$ cat src/rtl/rll_key_pipe_if.sv
`default_nettype none
// ============================================================================
// Module   : rll_key_pipe_if
// Purpose  : Input/output valid-ready stream bundle for the key-locked pipe.
// Revision : 1.0 - initial release
// ============================================================================
interface rll_key_pipe_if #(
    parameter int DATA_W = 8
) ();
    logic              in_valid;
    logic [DATA_W-1:0] in_data;
    logic              in_ready;
    logic              out_valid;
    logic [DATA_W-1:0] out_data;
    logic              out_ready;

    modport master (
        output in_valid, in_data, out_ready,
        input  in_ready, out_valid, out_data
    );

    modport slave (
        input  in_valid, in_data, out_ready,
        output in_ready, out_valid, out_data
    );
endinterface
`default_nettype wire

$ cat src/rtl/rll_key_pipe.sv
`default_nettype none
// ============================================================================
// Module   : rll_key_pipe
// Purpose  : Serially loaded key locks a STAGES-deep XOR/rotate datapath.
// Revision : 1.0 - initial release
// ============================================================================
module rll_key_pipe #(
    parameter int DATA_W = 8,
    parameter int STAGES = 4,
    parameter int KEY_W  = 32
) (
    input  wire logic                       clk,
    input  wire logic                       rst_n,
    input  wire logic                       key_shift_en,
    input  wire logic                       key_bit_in,
    input  wire logic                       key_commit,
    rll_key_pipe_if.slave                   bus,
    output logic                            key_loaded,
    output logic [$clog2(KEY_W+1)-1:0]      key_count,
    output logic                            key_err
);
    localparam int                CNT_W      = $clog2(KEY_W + 1);
    localparam logic [CNT_W-1:0]  C_KEY_FULL = CNT_W'(KEY_W);

    generate
        if (KEY_W != STAGES * DATA_W) begin : g_key_w_check
            $error("rll_key_pipe: KEY_W must equal STAGES*DATA_W");
        end
    endgenerate

    typedef enum logic [1:0] {
        S_NOKEY   = 2'd0,
        S_LOADING = 2'd1,
        S_ARMED   = 2'd2
    } state_t;

    state_t            r_state;
    state_t            w_state_nxt;
    logic [KEY_W-1:0]  r_sr;
    logic [KEY_W-1:0]  r_key;
    logic [CNT_W-1:0]  r_key_count;
    logic              r_key_loaded;
    logic              r_key_err;
    logic              w_commit_ok;
    logic              w_commit_bad;

    // Commit is judged on the pre-shift count; a same-cycle shift lands after it.
    assign w_commit_ok  = key_commit && (r_key_count == C_KEY_FULL);
    assign w_commit_bad = key_commit && !w_commit_ok;

    always_ff @(posedge clk) begin
        if (!rst_n) r_state <= S_NOKEY;
        else        r_state <= w_state_nxt;
    end

    always_comb begin
        w_state_nxt = r_state;
        case (r_state)
            S_NOKEY:   if (key_shift_en) w_state_nxt = S_LOADING;
            S_LOADING: if (w_commit_ok)  w_state_nxt = key_shift_en ? S_LOADING : S_ARMED;
            S_ARMED:   if (key_shift_en) w_state_nxt = S_LOADING;
            default:   w_state_nxt = S_NOKEY;
        endcase
    end

    always_ff @(posedge clk) begin
        if (!rst_n) begin
            r_sr         <= '0;
            r_key        <= '0;
            r_key_count  <= '0;
            r_key_loaded <= 1'b0;
            r_key_err    <= 1'b0;
        end else begin
            r_key_err <= w_commit_bad;
            if (w_commit_ok) begin
                r_key        <= r_sr;
                r_key_loaded <= 1'b1;
            end
            if (key_shift_en) r_sr <= {key_bit_in, r_sr[KEY_W-1:1]};
            if (w_commit_ok)
                r_key_count <= key_shift_en ? CNT_W'(1) : '0;
            else if (key_shift_en && (r_key_count != C_KEY_FULL))
                r_key_count <= r_key_count + 1'b1;
        end
    end

    assign key_loaded = r_key_loaded;
    assign key_count  = r_key_count;
    assign key_err    = r_key_err;

    function automatic logic [DATA_W-1:0] rotl1(input logic [DATA_W-1:0] v);
        return (v << 1) | (v >> (DATA_W - 1));
    endfunction

    logic [STAGES-1:0] r_valid;
    logic [DATA_W-1:0] r_data    [STAGES];
    logic [DATA_W-1:0] w_stage_d [STAGES];
    logic [DATA_W-1:0] w_stage_q [STAGES];
    logic              w_adv;

    // Single global advance: the whole pipe freezes when the tail is blocked.
    assign w_adv        = !r_valid[STAGES-1] || bus.out_ready;
    assign bus.in_ready = w_adv && r_key_loaded;

    generate
        for (genvar s = 0; s < STAGES; s++) begin : g_stage
            if (s == 0) begin : g_first
                assign w_stage_d[s] = bus.in_data;
            end else begin : g_next
                assign w_stage_d[s] = r_data[s-1];
            end
            assign w_stage_q[s] = rotl1(w_stage_d[s] ^ r_key[s*DATA_W +: DATA_W]);
        end
    endgenerate

    always_ff @(posedge clk) begin
        if (!rst_n) begin
            r_valid <= '0;
            for (int s = 0; s < STAGES; s++) r_data[s] <= '0;
        end else if (w_adv) begin
            r_valid <= (r_valid << 1) | STAGES'(bus.in_valid && r_key_loaded);
            for (int s = 0; s < STAGES; s++) r_data[s] <= w_stage_q[s];
        end
    end

    assign bus.out_valid = r_valid[STAGES-1];
    assign bus.out_data  = r_data[STAGES-1];
endmodule
`default_nettype wire

$ cat src/flat_wrapper.sv
// flat-port wrapper written by rule: the top's interface ports become plain ports
module rll_key_pipe_flat 
#(
    parameter int DATA_W = 8,
    parameter int STAGES = 4,
    parameter int KEY_W  = 32
)
  (clk, rst_n, key_shift_en, key_bit_in, key_commit, key_loaded, key_count, key_err, bus_in_valid, bus_in_data, bus_out_ready, bus_in_ready, bus_out_valid, bus_out_data);
  rll_key_pipe_if #(.DATA_W(DATA_W)) bus_i ();
  input  wire logic clk;
  input  wire logic rst_n;
  input  wire logic key_shift_en;
  input  wire logic key_bit_in;
  input  wire logic key_commit;
  output logic key_loaded;
  output logic [$clog2(KEY_W+1)-1:0] key_count;
  output logic key_err;
  input wire logic [$bits(bus_i.in_valid)-1:0] bus_in_valid;
  input wire logic [$bits(bus_i.in_data)-1:0] bus_in_data;
  input wire logic [$bits(bus_i.out_ready)-1:0] bus_out_ready;
  output wire logic [$bits(bus_i.in_ready)-1:0] bus_in_ready;
  output wire logic [$bits(bus_i.out_valid)-1:0] bus_out_valid;
  output wire logic [$bits(bus_i.out_data)-1:0] bus_out_data;
  assign bus_i.in_valid = bus_in_valid;
  assign bus_i.in_data = bus_in_data;
  assign bus_i.out_ready = bus_out_ready;
  assign bus_in_ready = bus_i.in_ready;
  assign bus_out_valid = bus_i.out_valid;
  assign bus_out_data = bus_i.out_data;
  rll_key_pipe #(.DATA_W(DATA_W), .STAGES(STAGES), .KEY_W(KEY_W)) u_core (.clk(clk), .rst_n(rst_n), .key_shift_en(key_shift_en), .key_bit_in(key_bit_in), .key_commit(key_commit), .bus(bus_i), .key_loaded(key_loaded), .key_count(key_count), .key_err(key_err));
endmodule
$ cat config.mk
export PLATFORM = sky130hd
export DESIGN_NAME = rll_key_pipe_flat
export DESIGN_NICKNAME = d
export VERILOG_FILES = /design/src/rtl/rll_key_pipe_if.sv /design/src/rtl/rll_key_pipe.sv /design/src/flat_wrapper.sv
export SDC_FILE = /design/constraint.sdc
export NUM_CORES = 1
export LEC_CHECK = 0
export CORE_UTILIZATION = 40
export CTS_CLUSTER_DIAMETER = 50
export DETAILED_ROUTE_END_ITERATION = 16
export GPL_TIMING_DRIVEN = 0
export PLACE_DENSITY = 0.63
export SYNTH_ARGS = -nofsm -noshare
export SYNTH_HDL_FRONTEND = slang
export SYNTH_SLANG_ARGS = --single-unit
$ cat constraint.sdc
create_clock -name clk -period 3.98 [get_ports clk]
set_input_delay 0.597 -clock clk [delete_from_list [all_inputs] [get_ports clk]]
set_output_delay 0.597 -clock clk [all_outputs]
set_load 0.05 [all_outputs]
# Yosys cells after proc, flatten, opt, wreduce, memory -nomap -nowiden
# Memories as Yosys holds them, arrays and structs flattened.
# Cells that the tools add are included.
# classes
n_addsub,1
eq_ne,2
n_mux,11
bitwise_logic,13
reduce_logical,9
# op_table
operator,count
2-to-1 mux 8 bit,4
bitwise OR 8 x 1 -> 8 bit,4
bitwise XOR 8 bit,4
2-to-1 mux 6 bit,2
adder 6 x 1 -> 6 bit (second input constant),1
== test 6 bit (second input constant),1
!= test 6 bit (second input constant),1
logical AND 1 bit,5
2-to-1 mux 1 bit,5
bitwise OR 1 bit,4
bitwise OR 4 x 1 -> 4 bit,1
zero test 1 bit,2
nonzero test 2 bit,1
logical OR 1 bit,1
# word_totals
regBits,76
ramBits,32
in_bits,15
out_inout_bits,18
word_cells,43
mem_count,1
# memory_table
memory,depth,width,read_ports,rd_ports_with_merged_regs,wr,line_no,source
u_core.r_data,4,8,4,0,4,rll_key_pipe.sv:96,logic [DATA_W-1:0] r_data [STAGES];

# Logic depth before layout (Yosys ltp)
# logic_depth
ltp_word,6
mapped_depth,7
depth_no_buf,5

# Least setup slack after synthesis
# OpenSTA, ideal clock, no wires.
# synth_timing
kind,in2reg
startpoint,input port bus_out_ready
endpoint,"memory u_core.r_data[0][0], enable pin"
setup_ns,0.387
t_arrival_ns,1.447
required_time_ns,3.593
setup_slack_ns,2.146
cell_stages,2
cell_sequence,and3b_1 -> inv_1
# synth_lines
element,line_no,source
"start, declared",flat_wrapper.sv:20,input wire logic [$bits(bus_i.out_ready)-1:0] bus_out_ready;
"end, declared",rll_key_pipe.sv:96,

# Worst setup path after layout
# layout_timing
startpoint,input port bus_out_ready
endpoint,output port bus_in_ready
# layout_between
elab_chain_len,2
# layout_rtl
element,line_no,source
logical OR 1 bit,rll_key_pipe.sv:102,assign w_adv = !r_valid[STAGES-1] || bus.out_ready;
logical AND 1 bit,rll_key_pipe.sv:103,assign bus.in_ready = w_adv && r_key_loaded;
"end, declared",flat_wrapper.sv:21,output wire logic [$bits(bus_i.in_ready)-1:0] bus_in_ready;
# Every way passes these cells.

==> impl_metrics.yaml <==
routing:
  via_count: 2925
  ant_nets: 0
  viasPerCell: 4.883
  routed_wl_um: 8396
  drc: 0
  first_pass_iters: 4
  post_drt_wl_per_cell_um: 14.02
  drt_iter0_drc: 69
critical_path:
  reg2reg_depth: 3
  critical_path.max_fanout: 3
  critPathLaunchType: "input port"
  rrSetupSlack_ns: 2.26
  worstSetupPathType: "in -> out"
  cp.required_ns: 3.38
  crit_arrival_ns: 2.12
  r2r_start: "u_core.r_valid[3]"
  cp-end-kind: "primary output"
  timing.rr.end: "u_core.r_data[1][5]"
global_route:
  antenna_found_initial: 0
  grt_usage: 0.1613
  grt_start_max_net_pins: 34
  overflow: 0
  grt_first_pass_wirelength_um: 14190
  first_global_vias: 2888
floorplan:
  core-area_um2: 10890
  die-area_um2: 11630
  die_w_um: 107.9
  start_util: 0.4117
  dieHeight_um: 107.9
  fp-row-count: 38
  pin_count: 33
place:
  place_ws_ns: 1.259
  place_area_um2: 4979
  dpl.cell_count: 582
  port_buffers: 32
  dpl.hpwl_um: 6058
  gp_congestion: 0.7781
clock_tree:
  clockBufferDepth: 2
  clkTransAtPathRegs_ns: 0.12
  cts_resized: 0
  post_cts_buffers: 0
  cts_hold_buf: 0
  cts_max_level: 3
  cts_root_buf: "clkbuf_8"
  cts_tree: "done"
  clock_sinks: 108
  clk_latency_ns: 0.38
  cts_buffers: 9
final_layout:
  drive_gt1_frac: 0.08279
  nets: 471
  area_delta_synth_final_pct: 15.66
  layoutNonFillerInstCount: 599
  final_cell_area_um2: 5185
  final-seq-area_um2: 2482
  n_antenna_cell: 0
  multiInputGateArea_um2: 1817
  nFillCells: 1028
  fin_util: 0.4762
timing:
  hold_violations: 0
  fin_crit_ns: 2.716
  rsz0062_at_grt: "false"
  finalCritPeriodShare: 0.6823
  skew_ns: 0.01777
  whs_ns: 0.4750
  slew_headroom: 0.4506
  tightest_slew_ns: 0.8231
  setup_ws_ns: 1.264
  setup_tns_ns: 0
  slew_viol_final: 0
  setup_violations: 0
  clock.fmax_mhz: 368.3
pwr:
  pwr-share-clk: 0.334
  power.leakage_nw: 1.874
  switching_share: 0.2492
  power_frac_seq: 0.597
  max-vdd-ir-drop_mv: 0.1796
  p_switching_mw: 0.4806
  power_density_nw_per_um2: 371.9
  pwr-share-comb: 0.069
  internal-power_mw: 1.448
  finalPower_mw: 1.929
outcome:
  status: "completed"
logic_synthesis:
  synthArstFlopShare: 0
  ys_types: 38
  synth_top_cell_area_share: 0.3394
  synth_most_common_cell: "dfxtp_1"
  ys_top_cells_by_area: "dfxtp_1, edfxtp_1, mux2i_1"
  netlist_top_cells_count: "dfxtp_1, nor2_1, nand3_1"
  synth.avg_cell_area_um2: 10.93
  synth_edf_count: 32
  ys_seq_elements: 108
  syn_inst: 410
  syn_nets: 427
  ys_seq_area_frac: 0.5537
  ys_warn_count: 0
  yosysTopAreaCell: "dfxtp_1"
  synth_area_um2: 4483
  synthFlopType: "dfxtp_1"
min_path:
  worstHoldPathCells: 2
  hp-start: "u_core.r_sr[14]"
  holdCritPathClass: "reg -> reg"
  min_to: "u_core.r_key[14]"
run:
  drv_cap: 0
-- layout by cell type, fill, tap and decap left out, types with 2 or more instances in the layout --
| cell type | count |
|---|---|
| o21ai_1 | 29 |
| buf_2 | 6 |
| a21boi_0 | 2 |
| dfxtp_1 | 76 |
| mux2i_1 | 32 |
| o21ai_0 | 3 |
| a22o_1 | 2 |
| clkbuf_1 | 12 |
| clkbuf_8 | 9 |
| inv_1 | 3 |
| xor2_1 | 2 |
| a21oi_1 | 4 |
| and3b_1 | 2 |
| buf_6 | 5 |
| nor2_1 | 37 |
| clkdlybuf4s50_1 | 32 |
| edfxtp_1 | 32 |
| nand2_1 | 7 |
| ha_1 | 2 |
| and2_1 | 2 |
| o21ai_2 | 2 |
| inv_6 | 3 |
| buf_4 | 5 |
| nand4_1 | 2 |
| a21boi_1 | 31 |
| xnor2_1 | 32 |
| nor2b_1 | 33 |
| nand3_1 | 34 |
-- how the worst max path moves through the flow --
stage                       start                   to  slack [ns]  depth (start not counted)
floorplan           bus_out_ready  u_core.r_data[0][0]        2.15                          2
global placement    bus_out_ready         bus_in_ready        1.26                          4
detailed placement  bus_out_ready         bus_in_ready        1.26                          4
CTS                 bus_out_ready         bus_in_ready        1.26                          4
global route        bus_out_ready         bus_in_ready        1.20                          4
finish              bus_out_ready         bus_in_ready        1.26                          4
-- routing by layer --
layer  part of all wire  GRT usage  wire, um
met5                  0          0         0
met4              0.015    0.05284       122
met3              0.031    0.04419       260
met2               0.48     0.2674      3995
met1               0.48     0.2019      4018
-- worst max-delay path, stage by stage --
cell             delay (ns)
clkdlybuf4s50_1        0.46
nand2b_1               0.14
and2_1                 0.13
clkdlybuf4s50_1        0.79
-- logic make-up (layout without fill, tap and decap cells) --
group	after synthesis	count (layout)	synth area share
buf+inv	32	81	0.04103
compound gates	79	79	0.1158
mux	32	32	0.07145
fa+ha+maj	2	2	0.005581
flops	108	108	0.5537
simple gates	123	123	0.1460
xor+xnor	34	34	0.06643
-- layout make-up --
type,count,share of cell area
plain buffers,29,0.03330
clock inverters,7,0.01303
repair buffers,33,0.06467
flip-flops and latches,108,0.4788
multi-input cells,270,0.3504
well taps,140,0.03378
clock buffers,9,0.02389
inverters,3,0.002172
-- power by group through the flow --
stage	combinational (mW)	sequential [mW]	clock, mW
floorplan	0.0777	1.19	0
global placement	0.132	1.18	0
detailed placement	0.133	1.18	0
CTS	0.133	1.15	0.666
global route	0.143	1.15	0.705
finish	0.132	1.15	0.645
-- sequential cells by signal, indices dropped and copies added, names as in the netlist --
name,flops
u_core.r_key,32
u_core.r_valid,4
u_core.r_sr,32
u_core.r_data,32
u_core.key_count,6
u_core.key_err,1
u_core.key_loaded,1
No activity file was read; power rests on OpenSTA's default activity.
